--- src/rtl/rv_bus_pkg.sv ---
// Shared definitions for the rv32_core external data bus and its AXI4-Lite bridge.
package rv_bus_pkg;

    // Bridge FSM states (kept as plain constants for older tool flows).
    localparam logic [1:0] StIdle = 2'd0;
    localparam logic [1:0] StWr   = 2'd1;
    localparam logic [1:0] StRd   = 2'd2;
    localparam logic [1:0] StDone = 2'd3;

    localparam logic [1:0] AXI_RESP_OKAY = 2'b00;
    localparam logic [2:0] AXI_PROT_DEF  = 3'b000;

    // Default external window; the core's local decoders use the same bounds.
    localparam logic [31:0] BASE_DEF  = 32'h0001_0000;
    localparam logic [31:0] LIMIT_DEF = 32'hffff_0000;

endpackage

--- src/rtl/rv_axil_bridge.sv ---
// Turns core loads/stores inside [BASE, LIMIT) into single AXI4-Lite transactions,
// stalling the core through rdy until the response returns.
module rv_axil_bridge
    import rv_bus_pkg::*;
#(
    parameter logic [31:0] BASE    = BASE_DEF,
    parameter logic [31:0] LIMIT   = LIMIT_DEF,
    parameter int unsigned TIMEOUT = 1024
) (
    input  logic        clk,
    input  logic        reset,
    input  logic [31:0] adr,
    input  logic [3:0]  we,
    input  logic        re,
    input  logic [31:0] dw,
    output logic [31:0] dr,
    output logic        rdy,
    input  logic        err_clr,
    output logic        err_resp,
    output logic        err_tmo,
    output logic [31:0] m_axi_awaddr,
    output logic [2:0]  m_axi_awprot,
    output logic        m_axi_awvalid,
    input  logic        m_axi_awready,
    output logic [31:0] m_axi_wdata,
    output logic [3:0]  m_axi_wstrb,
    output logic        m_axi_wvalid,
    input  logic        m_axi_wready,
    input  logic [1:0]  m_axi_bresp,
    input  logic        m_axi_bvalid,
    output logic        m_axi_bready,
    output logic [31:0] m_axi_araddr,
    output logic [2:0]  m_axi_arprot,
    output logic        m_axi_arvalid,
    input  logic        m_axi_arready,
    input  logic [31:0] m_axi_rdata,
    input  logic [1:0]  m_axi_rresp,
    input  logic        m_axi_rvalid,
    output logic        m_axi_rready
);

    localparam logic [31:0] TmoMax  = 32'(TIMEOUT);
    localparam logic [31:0] TmoLast = 32'(TIMEOUT - 1);

    logic [1:0]  state_q, state_d;
    logic [31:0] addr_q, addr_d;
    logic [31:0] wdata_q, wdata_d;
    logic [3:0]  wstrb_q, wstrb_d;
    logic        awvalid_q, awvalid_d;
    logic        wvalid_q, wvalid_d;
    logic        arvalid_q, arvalid_d;
    logic        is_read_q, is_read_d;
    logic [31:0] dr_q, dr_d;
    logic [31:0] cnt_q, cnt_d;
    logic        err_resp_q, err_resp_d;
    logic        err_tmo_q, err_tmo_d;

    logic hit;
    logic busy;
    logic bready;
    logic rready;
    logic resp_set;
    logic tmo_set;

    // Window decode and handshake-ready generation.
    always_comb begin
        hit  = (re | (we != 4'b0000)) & (adr >= BASE) & (adr < LIMIT);
        busy = (state_q == StWr) | (state_q == StRd);
        // Ready includes a handshake completing this cycle so a zero-wait slave
        // can answer in the same cycle as the address/data acceptance.
        bready = (state_q == StWr) & (~awvalid_q | m_axi_awready)
                                   & (~wvalid_q  | m_axi_wready);
        rready = (state_q == StRd) & (~arvalid_q | m_axi_arready);
    end

    // Next-state logic for the transaction FSM, timeout counter and sticky flags.
    always_comb begin
        state_d    = state_q;
        addr_d     = addr_q;
        wdata_d    = wdata_q;
        wstrb_d    = wstrb_q;
        awvalid_d  = awvalid_q;
        wvalid_d   = wvalid_q;
        arvalid_d  = arvalid_q;
        is_read_d  = is_read_q;
        dr_d       = dr_q;
        cnt_d      = cnt_q;
        resp_set   = 1'b0;
        tmo_set    = 1'b0;

        case (state_q)
            StIdle: begin
                if (hit) begin
                    addr_d  = {adr[31:2], 2'b00};
                    wdata_d = dw;
                    wstrb_d = we;
                    cnt_d   = '0;
                    if (we != 4'b0000) begin
                        awvalid_d = 1'b1;
                        wvalid_d  = 1'b1;
                        is_read_d = 1'b0;
                        state_d   = StWr;
                    end else begin
                        arvalid_d = 1'b1;
                        is_read_d = 1'b1;
                        state_d   = StRd;
                    end
                end
            end
            StWr: begin
                if (awvalid_q && m_axi_awready) awvalid_d = 1'b0;
                if (wvalid_q && m_axi_wready)   wvalid_d  = 1'b0;
                if (m_axi_bvalid && bready) begin
                    state_d  = StDone;
                    resp_set = (m_axi_bresp != AXI_RESP_OKAY);
                end
            end
            StRd: begin
                if (arvalid_q && m_axi_arready) arvalid_d = 1'b0;
                if (m_axi_rvalid && rready) begin
                    dr_d     = m_axi_rdata;
                    state_d  = StDone;
                    resp_set = (m_axi_rresp != AXI_RESP_OKAY);
                end
            end
            default: begin
                // Held core request is not re-evaluated here; it completes this cycle.
                state_d = StIdle;
            end
        endcase

        // Saturating busy-cycle count; flag fires when the count reaches TIMEOUT.
        if (busy) begin
            if (cnt_q < TmoMax) cnt_d = cnt_q + 32'd1;
            tmo_set = (cnt_q == TmoLast);
        end

        // Clear first so a coincident set event wins.
        err_resp_d = (err_resp_q & ~err_clr) | resp_set;
        err_tmo_d  = (err_tmo_q & ~err_clr) | tmo_set;
    end

    // State registers with synchronous reset.
    always_ff @(posedge clk) begin
        if (reset) begin
            state_q    <= StIdle;
            addr_q     <= '0;
            wdata_q    <= '0;
            wstrb_q    <= '0;
            awvalid_q  <= 1'b0;
            wvalid_q   <= 1'b0;
            arvalid_q  <= 1'b0;
            is_read_q  <= 1'b0;
            dr_q       <= '0;
            cnt_q      <= '0;
            err_resp_q <= 1'b0;
            err_tmo_q  <= 1'b0;
        end else begin
            state_q    <= state_d;
            addr_q     <= addr_d;
            wdata_q    <= wdata_d;
            wstrb_q    <= wstrb_d;
            awvalid_q  <= awvalid_d;
            wvalid_q   <= wvalid_d;
            arvalid_q  <= arvalid_d;
            is_read_q  <= is_read_d;
            dr_q       <= dr_d;
            cnt_q      <= cnt_d;
            err_resp_q <= err_resp_d;
            err_tmo_q  <= err_tmo_d;
        end
    end

    // Output drive; dr stays zero outside a read's DONE cycle because the core ORs it in.
    always_comb begin
        rdy           = ~(((state_q == StIdle) & hit) | busy);
        dr            = ((state_q == StDone) && is_read_q) ? dr_q : 32'h0;
        err_resp      = err_resp_q;
        err_tmo       = err_tmo_q;
        m_axi_awaddr  = addr_q;
        m_axi_awprot  = AXI_PROT_DEF;
        m_axi_awvalid = awvalid_q;
        m_axi_wdata   = wdata_q;
        m_axi_wstrb   = wstrb_q;
        m_axi_wvalid  = wvalid_q;
        m_axi_bready  = bready;
        m_axi_araddr  = addr_q;
        m_axi_arprot  = AXI_PROT_DEF;
        m_axi_arvalid = arvalid_q;
        m_axi_rready  = rready;
    end

endmodule

--- config.mk ---
export PLATFORM = sky130hd
export DESIGN_NAME = rv_axil_bridge
export DESIGN_NICKNAME = d
export VERILOG_FILES = /design/src/rtl/rv_bus_pkg.sv /design/src/rtl/rv_axil_bridge.sv
export SDC_FILE = /design/constraint.sdc
export NUM_CORES = 1
export LEC_CHECK = 0
export CORE_MARGIN = 2
export CORE_UTILIZATION = 45
export DETAILED_ROUTE_END_ITERATION = 6
export PLACE_DENSITY_LB_ADDON = 0.05
export SLEW_MARGIN = 20
export SYNTH_ARGS = -nofsm -noshare
export SYNTH_HDL_FRONTEND = slang
export SYNTH_SLANG_ARGS = --single-unit
--- constraint.sdc ---
create_clock -name clk -period 3.8 [get_ports clk]
set_clock_uncertainty 0.05 [all_clocks]
set_input_delay 0.76 -clock clk [delete_from_list [all_inputs] [get_ports clk]]
set_output_delay 0.76 -clock clk [all_outputs]
set_load 0.02 [all_outputs]
==> results.sh, run 1 <==
export IMPL_io_buffers=246
export IMPL_cp_cell_sequence="clkdlybuf4s50_1 -> nor4_1 -> a41oi_1 -> and3_2 -> nor2_1 -> buf_4"
export IMPL_reg2reg_depth=8
export IMPL_final_layout_size_suffix_gt1_frac=0.0501
export IMPL_ys_types=45
export IMPL_max_freq_mhz=285
export IMPL_cts_sinks=138
export IMPL_synth_edf_count=0
export IMPL_endpoint="rdy"
export IMPL_tns_ns=0
export IMPL_synthSimpleGateAreaFrac=0.265
export IMPL_r2r_slack_ns=1.25
export IMPL_endpoint_kind="primary output"
export IMPL_yosys_area_share_xor_xnor=0.0140
export IMPL_critical_path_top_delay_family="simple AND/OR/NAND/NOR gates"
export IMPL_slowest_delay_ns=0.53
export IMPL_worst_path_max_delay_cell="nor4_1"
export IMPL_ys_ff_latch=138
export IMPL_crit_cells=6
export IMPL_hold_violations=0
export IMPL_cp_num_buf_inv=2
export IMPL_ys_flop_type="dfxtp_1"
export IMPL_nFillCells=1001
export IMPL_synth_top_area_frac=0.492
export IMPL_min_from="dr_q[19]"
export IMPL_start_util=0.464
export IMPL_path_max_fanout=11
export IMPL_slew_headroom=0.327
export IMPL_dieWidth_um=116
export IMPL_cts_tree="yes"
export IMPL_synth_adder_area_share=0.0111
export IMPL_clkTransAtPathRegs_ns=0.05
export IMPL_via_count=5364
export IMPL_drt_iter0_markers=281
export IMPL_cts_inserted_buffers=17
export IMPL_leakage_nw=3.26
export IMPL_fp_row_count=40
export IMPL_grt_setup_unrepaired="false"
export IMPL_worstMarginPinSlew_ns=1.01
export IMPL_dieArea_um2=13400
export IMPL_cp_arrival_ns=2.70
export IMPL_dpl_hpwl_mm=11.7
export IMPL_grt_first_pass_wirelength_mm=25.0
export IMPL_post_cts_repair_setup_buffers=0
export IMPL_ioPinCount=259
export IMPL_avgViaCountPerCell=5.03
export IMPL_fin_cells=1067
export IMPL_dp_cells=1041
export IMPL_setup_worst_path_start_class="input port"
export IMPL_first_pass_iters=5
export IMPL_drt_wl_total_mm=16.3
export IMPL_maxCapViolations=0
export IMPL_synth_seq_area_share=0.492
export IMPL_synthArstFlopShare=0
export IMPL_drtAntennaViolNets=0
export IMPL_vdd_ir_drop_max_uv=278
export IMPL_clk_latency_ns=0.41
export IMPL_finalMaxSlewViolations=0
export IMPL_hold_path_class="flop to flop"
export IMPL_timing_rr_end="cnt_q[13]"
export IMPL_grt_use_total=0.241
export IMPL_first_global_vias=5255
export IMPL_diodes=0
export IMPL_core_area_um2=12100
export IMPL_synth_compound_area_frac=0.125
export IMPL_cts_buffer_depth=2
export IMPL_status="completed"
export IMPL_synth_cell_area_um2=5620
export IMPL_synth_top_area_cell="dfxtp_1"
export IMPL_fin_crit_sh=0.922
export IMPL_gp_congestion=0.761
export IMPL_holdBufCountCts=0
export IMPL_period_needed_ns=3.51
export IMPL_setup_viol=0
export IMPL_synthToLayoutAreaGrowth_pct=50.2
export IMPL_yosys_mux_area_fraction=0
export IMPL_htreeDepth=4
export IMPL_grt_ovfl_total=0
export IMPL_regToRegStartpoint="state_q[1]"
export IMPL_synthCells=692
export IMPL_grt_start_max_net_pins=69
export IMPL_crit_start="adr[19]"
export IMPL_cts_resized=0
export IMPL_power_density_nw_per_um2=630
export IMPL_dieHeight_um=116
export IMPL_criticalPathCategory="input port to primary output"
export IMPL_drc_errors=0
export IMPL_crit_required_ns=2.99
export IMPL_nets=1010
export IMPL_fin_util=0.697
export IMPL_synth_top_family_by_area="simple AND/OR/NAND/NOR gates"
export IMPL_ys_warn_count=0
export IMPL_syn_area_per_cell_um2=8.12
export IMPL_wl_per_cell_um=15.3
export IMPL_synth_area_leaders="dfxtp_1 (49%), nand2_1 (14%), a21oi_1 (9.6%)"
export IMPL_cts_root_buffer="clkbuf_16"
export IMPL_antenna_found_initial=0
-- placed cells by master (no fill, tap or decap), types with 2 or more instances in the layout --
cell	count
dfxtp_1	138
o41ai_1	2
ha_1	5
nand2_1	206
a21oi_1	108
nor3_1	8
and3_1	33
nand2b_1	3
clkdlybuf4s50_1	244
inv_1	7
clkinv_2	3
xnor2_1	9
nor4_1	8
buf_4	10
a211oi_1	2
nand3_1	5
and4_1	2
nor4_2	3
o21a_1	2
nand4_1	5
clkbuf_8	4
nor2_1	17
conb_1	10
a211o_1	2
clkbuf_16	17
and2_1	22
-- routing by layer --
metal	share of wire	global-route usage	wire (um)	vias to the layer above
met5	0	0	0	-
met4	0.031	0.120	504	0
met3	0.062	0.0591	1010	38
met2	0.52	0.446	8460	190
met1	0.39	0.255	6340	2484
li1	-	-	-	2652
-- final cells by class --
cell class                      count  area, um2  share of cell area
Multi-Input combinational cell    473       2370               0.281
Tap cell                          168        210              0.0249
Inverter                            7       26.3             0.00311
Timing Repair Buffer              255       2540               0.301
Clock buffer                       22        484              0.0574
Sequential cell                   138       2760               0.327
Clock inverter                      4       45.0             0.00534
-- logic make-up (layout without fill, tap and decap cells) --
logic type	after synthesis	after routing
buffers and inverters	90	288
AND/OR/NAND/NOR	322	322
adder cells (fa/ha/maj)	5	5
XOR/XNOR	9	9
other	1	10
flip-flops	138	138
AO/OA/AOI/OAI	127	127
-- per-stage QoR --
stage,hold slack (ns),setup WS (ns),total power [mW],cell area (um2)
final,0.397,0.295,5.31,8440
after global routing,0.422,0.226,5.59,8440
after CTS,0.401,0.305,5.37,8440
after detailed placement,0.394,0.316,3.86,7910
after global placement,0.387,0.315,3.80,7910
after floorplan,0.380,0.808,3.07,5650
-- synth_stat cells, drive strengths merged (7+ instances only) --
master,instances
nand2,206
dfxtp,138
a21oi,109
buf,52
and3,34
clkbuf,31
and2,22
nor2,17
nor4,11
xnor2,9
nor3,8
inv,7
-- power by group --
group | total [mW] | switching (mW) | internal [mW]
Sequential | 1.84 | 0.150 | 1.69
Clock | 1.49 | 0.554 | 0.941
Combinational | 1.98 | 1.13 | 0.843
-- tightest hold or removal path, delay by kind of cell (launching register included) --
family,cells,cell delay [ns]
flops,1,0.30
simple gates,1,0.05
compound gates,1,0.05
-- how the worst min path moves through the flow --
stage | cells after the start | slack (ns) | to
after detailed placement | 2 | 0.39 | dr_q[20]
final | 2 | 0.40 | dr_q[19]
after floorplan | 1 | 0.38 | cnt_q[26]
after CTS | 2 | 0.40 | dr_q[20]
after global routing | 2 | 0.42 | dr_q[19]
after global placement | 2 | 0.39 | dr_q[24]
-- registers in the layout, summed over array words and instances (netlist names) --
register       count
m_axi_araddr      30
err_resp           1
m_axi_wdata       32
cnt_q             32
m_axi_arvalid      1
m_axi_awvalid      1
m_axi_wstrb        4
dr_q              32
err_tmo            1
m_axi_wvalid       1
state_q            2
is_read_q          1
Note: power is estimated with default switching activity, not from simulation.
==> run 2, diff against run 1 <==
--- a/config.mk
+++ b/config.mk
@@ -5,8 +5,10 @@
 export SDC_FILE = /design/constraint.sdc
 export NUM_CORES = 1
 export LEC_CHECK = 0
+export CELL_PAD_IN_SITES_DETAIL_PLACEMENT = 0
+export CELL_PAD_IN_SITES_GLOBAL_PLACEMENT = 2
 export CORE_MARGIN = 2
-export CORE_UTILIZATION = 45
+export CORE_UTILIZATION = 24
 export DETAILED_ROUTE_END_ITERATION = 6
 export PLACE_DENSITY_LB_ADDON = 0.05
 export SLEW_MARGIN = 20
==> run 2 against run 1 <==
Sequential share of layout area shrank 0.94 points. Die area grew 84%. Via count shrank 1.2%. Maximum frequency grew 2.9%. Combinational power is essentially flat. Global-route usage shrank 9.3 points. Critical path type unchanged. Largest power group unchanged.
==> results.sh, run 2 (same netlist as run 1, synthesis figures left out) <==
export IMPL_status="completed"
export IMPL_cts_sinks=138
export IMPL_drtAntennaViolNets=0
export IMPL_setup_viol=0
export IMPL_io_buffers=246
export IMPL_endpoint_kind="primary output"
export IMPL_cp_arrival_ns=2.60
export IMPL_leakage_nw=3.29
export IMPL_period_needed_ns=3.41
export IMPL_cts_tree="yes"
export IMPL_crit_required_ns=2.99
export IMPL_ioPinCount=259
export IMPL_cts_root_buffer="clkbuf_16"
export IMPL_pre_cts_ws_ns=0.378
export IMPL_regToRegStartpoint="state_q[0]"
export IMPL_reg2reg_depth=8
export IMPL_cts_buffer_depth=2
export IMPL_cp_num_buf_inv=2
export IMPL_setup_ws_ns=0.392
export IMPL_clk_latency_ns=0.41
export IMPL_drt_wl_total_mm=18.4
export IMPL_gp_congestion=0.730
export IMPL_grt_use_total=0.148
export IMPL_drc_errors=0
export IMPL_fin_area_um2=8690
export IMPL_dieWidth_um=157
export IMPL_crit_cells=6
export IMPL_dieArea_um2=24600
export IMPL_p_sw_frac=0.350
export IMPL_max_freq_mhz=293
export IMPL_start_util=0.247
export IMPL_power_share_sequential=0.336
export IMPL_via_count=5302
export IMPL_cts_resized=0
export IMPL_grt_setup_unrepaired="false"
export IMPL_timing_rr_end="cnt_q[7]"
export IMPL_nets=1012
export IMPL_tns_ns=0
export IMPL_synthToLayoutAreaGrowth_pct=54.7
export IMPL_r2r_slack_ns=1.15
export IMPL_drt_iter0_markers=163
export IMPL_min_to="dr_q[15]"
export IMPL_avgViaCountPerCell=4.35
export IMPL_min_from="dr_q[15]"
export IMPL_htreeDepth=4
export IMPL_finalMaxSlewViolations=0
export IMPL_slew_headroom=0.315
export IMPL_grt_start_max_net_pins=72
export IMPL_setup_worst_path_start_class="input port"
export IMPL_hold_depth=2
export IMPL_maxCapViolations=0
export IMPL_wl_per_cell_um=15.1
export IMPL_switchingPower_mw=1.92
export IMPL_hold_path_class="flop to flop"
export IMPL_p_int_mw=3.57
export IMPL_grt_first_pass_wirelength_mm=28.1
export IMPL_criticalPathCategory="input port to primary output"
export IMPL_fp_row_count=55
export IMPL_whs_ns=0.398
export IMPL_placed_area_um2=8090
export IMPL_cp_cell_sequence="clkdlybuf4s50_1 -> nand4_1 -> or4_1 -> and3_2 -> nor2_1 -> buf_4"
export IMPL_pwr_share_clk=0.304
export IMPL_cts_inserted_buffers=17
export IMPL_power_density_nw_per_um2=632
export IMPL_dieHeight_um=157
export IMPL_crit_start="adr[25]"
export IMPL_critical_path_top_delay_family="simple AND/OR/NAND/NOR gates"
export IMPL_post_cts_repair_setup_buffers=0
export IMPL_core_area_um2=22800
export IMPL_antenna_found_initial=0
export IMPL_holdBufCountCts=0
export IMPL_diodes=0
export IMPL_first_global_vias=4998
export IMPL_layout_common_cells="clkdlybuf4s50_1 (244), nand2_1 (206), dfxtp_1 (138)"
export IMPL_final_common_cell="clkdlybuf4s50_1"
export IMPL_final_layout_size_suffix_gt1_frac=0.0562
export IMPL_hold_violations=0
export IMPL_dpl_hpwl_mm=13.2
export IMPL_clkTransAtPathRegs_ns=0.05
export IMPL_power_frac_comb=0.360
export IMPL_slowest_delay_ns=0.61
export IMPL_path_max_fanout=3
export IMPL_worstMarginPinSlew_ns=1.03
export IMPL_vdd_ir_drop_max_uv=338
export IMPL_first_pass_iters=4
export IMPL_worst_path_max_delay_cell="or4_1"
export IMPL_grt_ovfl_total=0
export IMPL_fin_crit_sh=0.897
[run 2: cell count changes in the layout (fill, tap and decap cells not counted), moves of 2 or more]
cell        before  now
buf_4           10   13
clkbuf_8         4    1
clkinvlp_4       0    3
bufinv_16        1    3
clkbuf_1         1    3
[run 2: through the flow]
stage / std cells / utilization / power (mW)
floorplan: 701 / - / 3.07
CTS: 1220 / 0.381 / 5.59
global route: 1220 / 0.381 / 5.83
detailed placement: 1188 / 0.355 / 3.89
finish: 1220 / 0.381 / 5.49
global placement: 1188 / 0.355 / 3.85
[run 2: worst max-delay path by stage]
stage / end / slack [ns]
after floorplan: rdy / 0.81
after global placement: rdy / 0.39
after detailed placement: cnt_q[12] / 0.38
after CTS: rdy / 0.39
after global routing: rdy / 0.26
final: rdy / 0.39
[run 2: layer usage]
layer  GRT usage  routed length, um  vias up  part of all wire
li1            -                  -     2653                 -
met3      0.0369                998       13             0.054
met2       0.240               8590      160              0.47
met4      0.0463                231        0             0.013
met1       0.193               8570     2476              0.47
met5           0                  0        -                 0
[run 2: power groups by stage]
stage | registers [mW] | logic, mW | clock network (mW)
floorplan | 2.09 | 0.978 | 0
global placement | 1.86 | 1.99 | 0
detailed placement | 1.88 | 2.01 | 0
CTS | 1.85 | 2.02 | 1.73
global route | 1.88 | 2.16 | 1.80
finish | 1.84 | 1.98 | 1.67
[run 2: worst register-to-register path, delay by kind of cell, from the launching register on]
family / cells / cell delay, ns
flops: 1 / 0.32
buf+inv: 3 / 0.83
fa+ha+maj: 1 / 0.23
simple gates: 2 / 0.36
compound gates: 2 / 0.72
[run 2: area by class of cell]
cell class,instances,area [um2]
timing repair buffer,257,2540
sequential,138,2760
clock inverter,11,145
inverter,7,26.3
tap,313,392
fill,2316,14100
clock buffer,21,450
multi-input combinational,473,2370
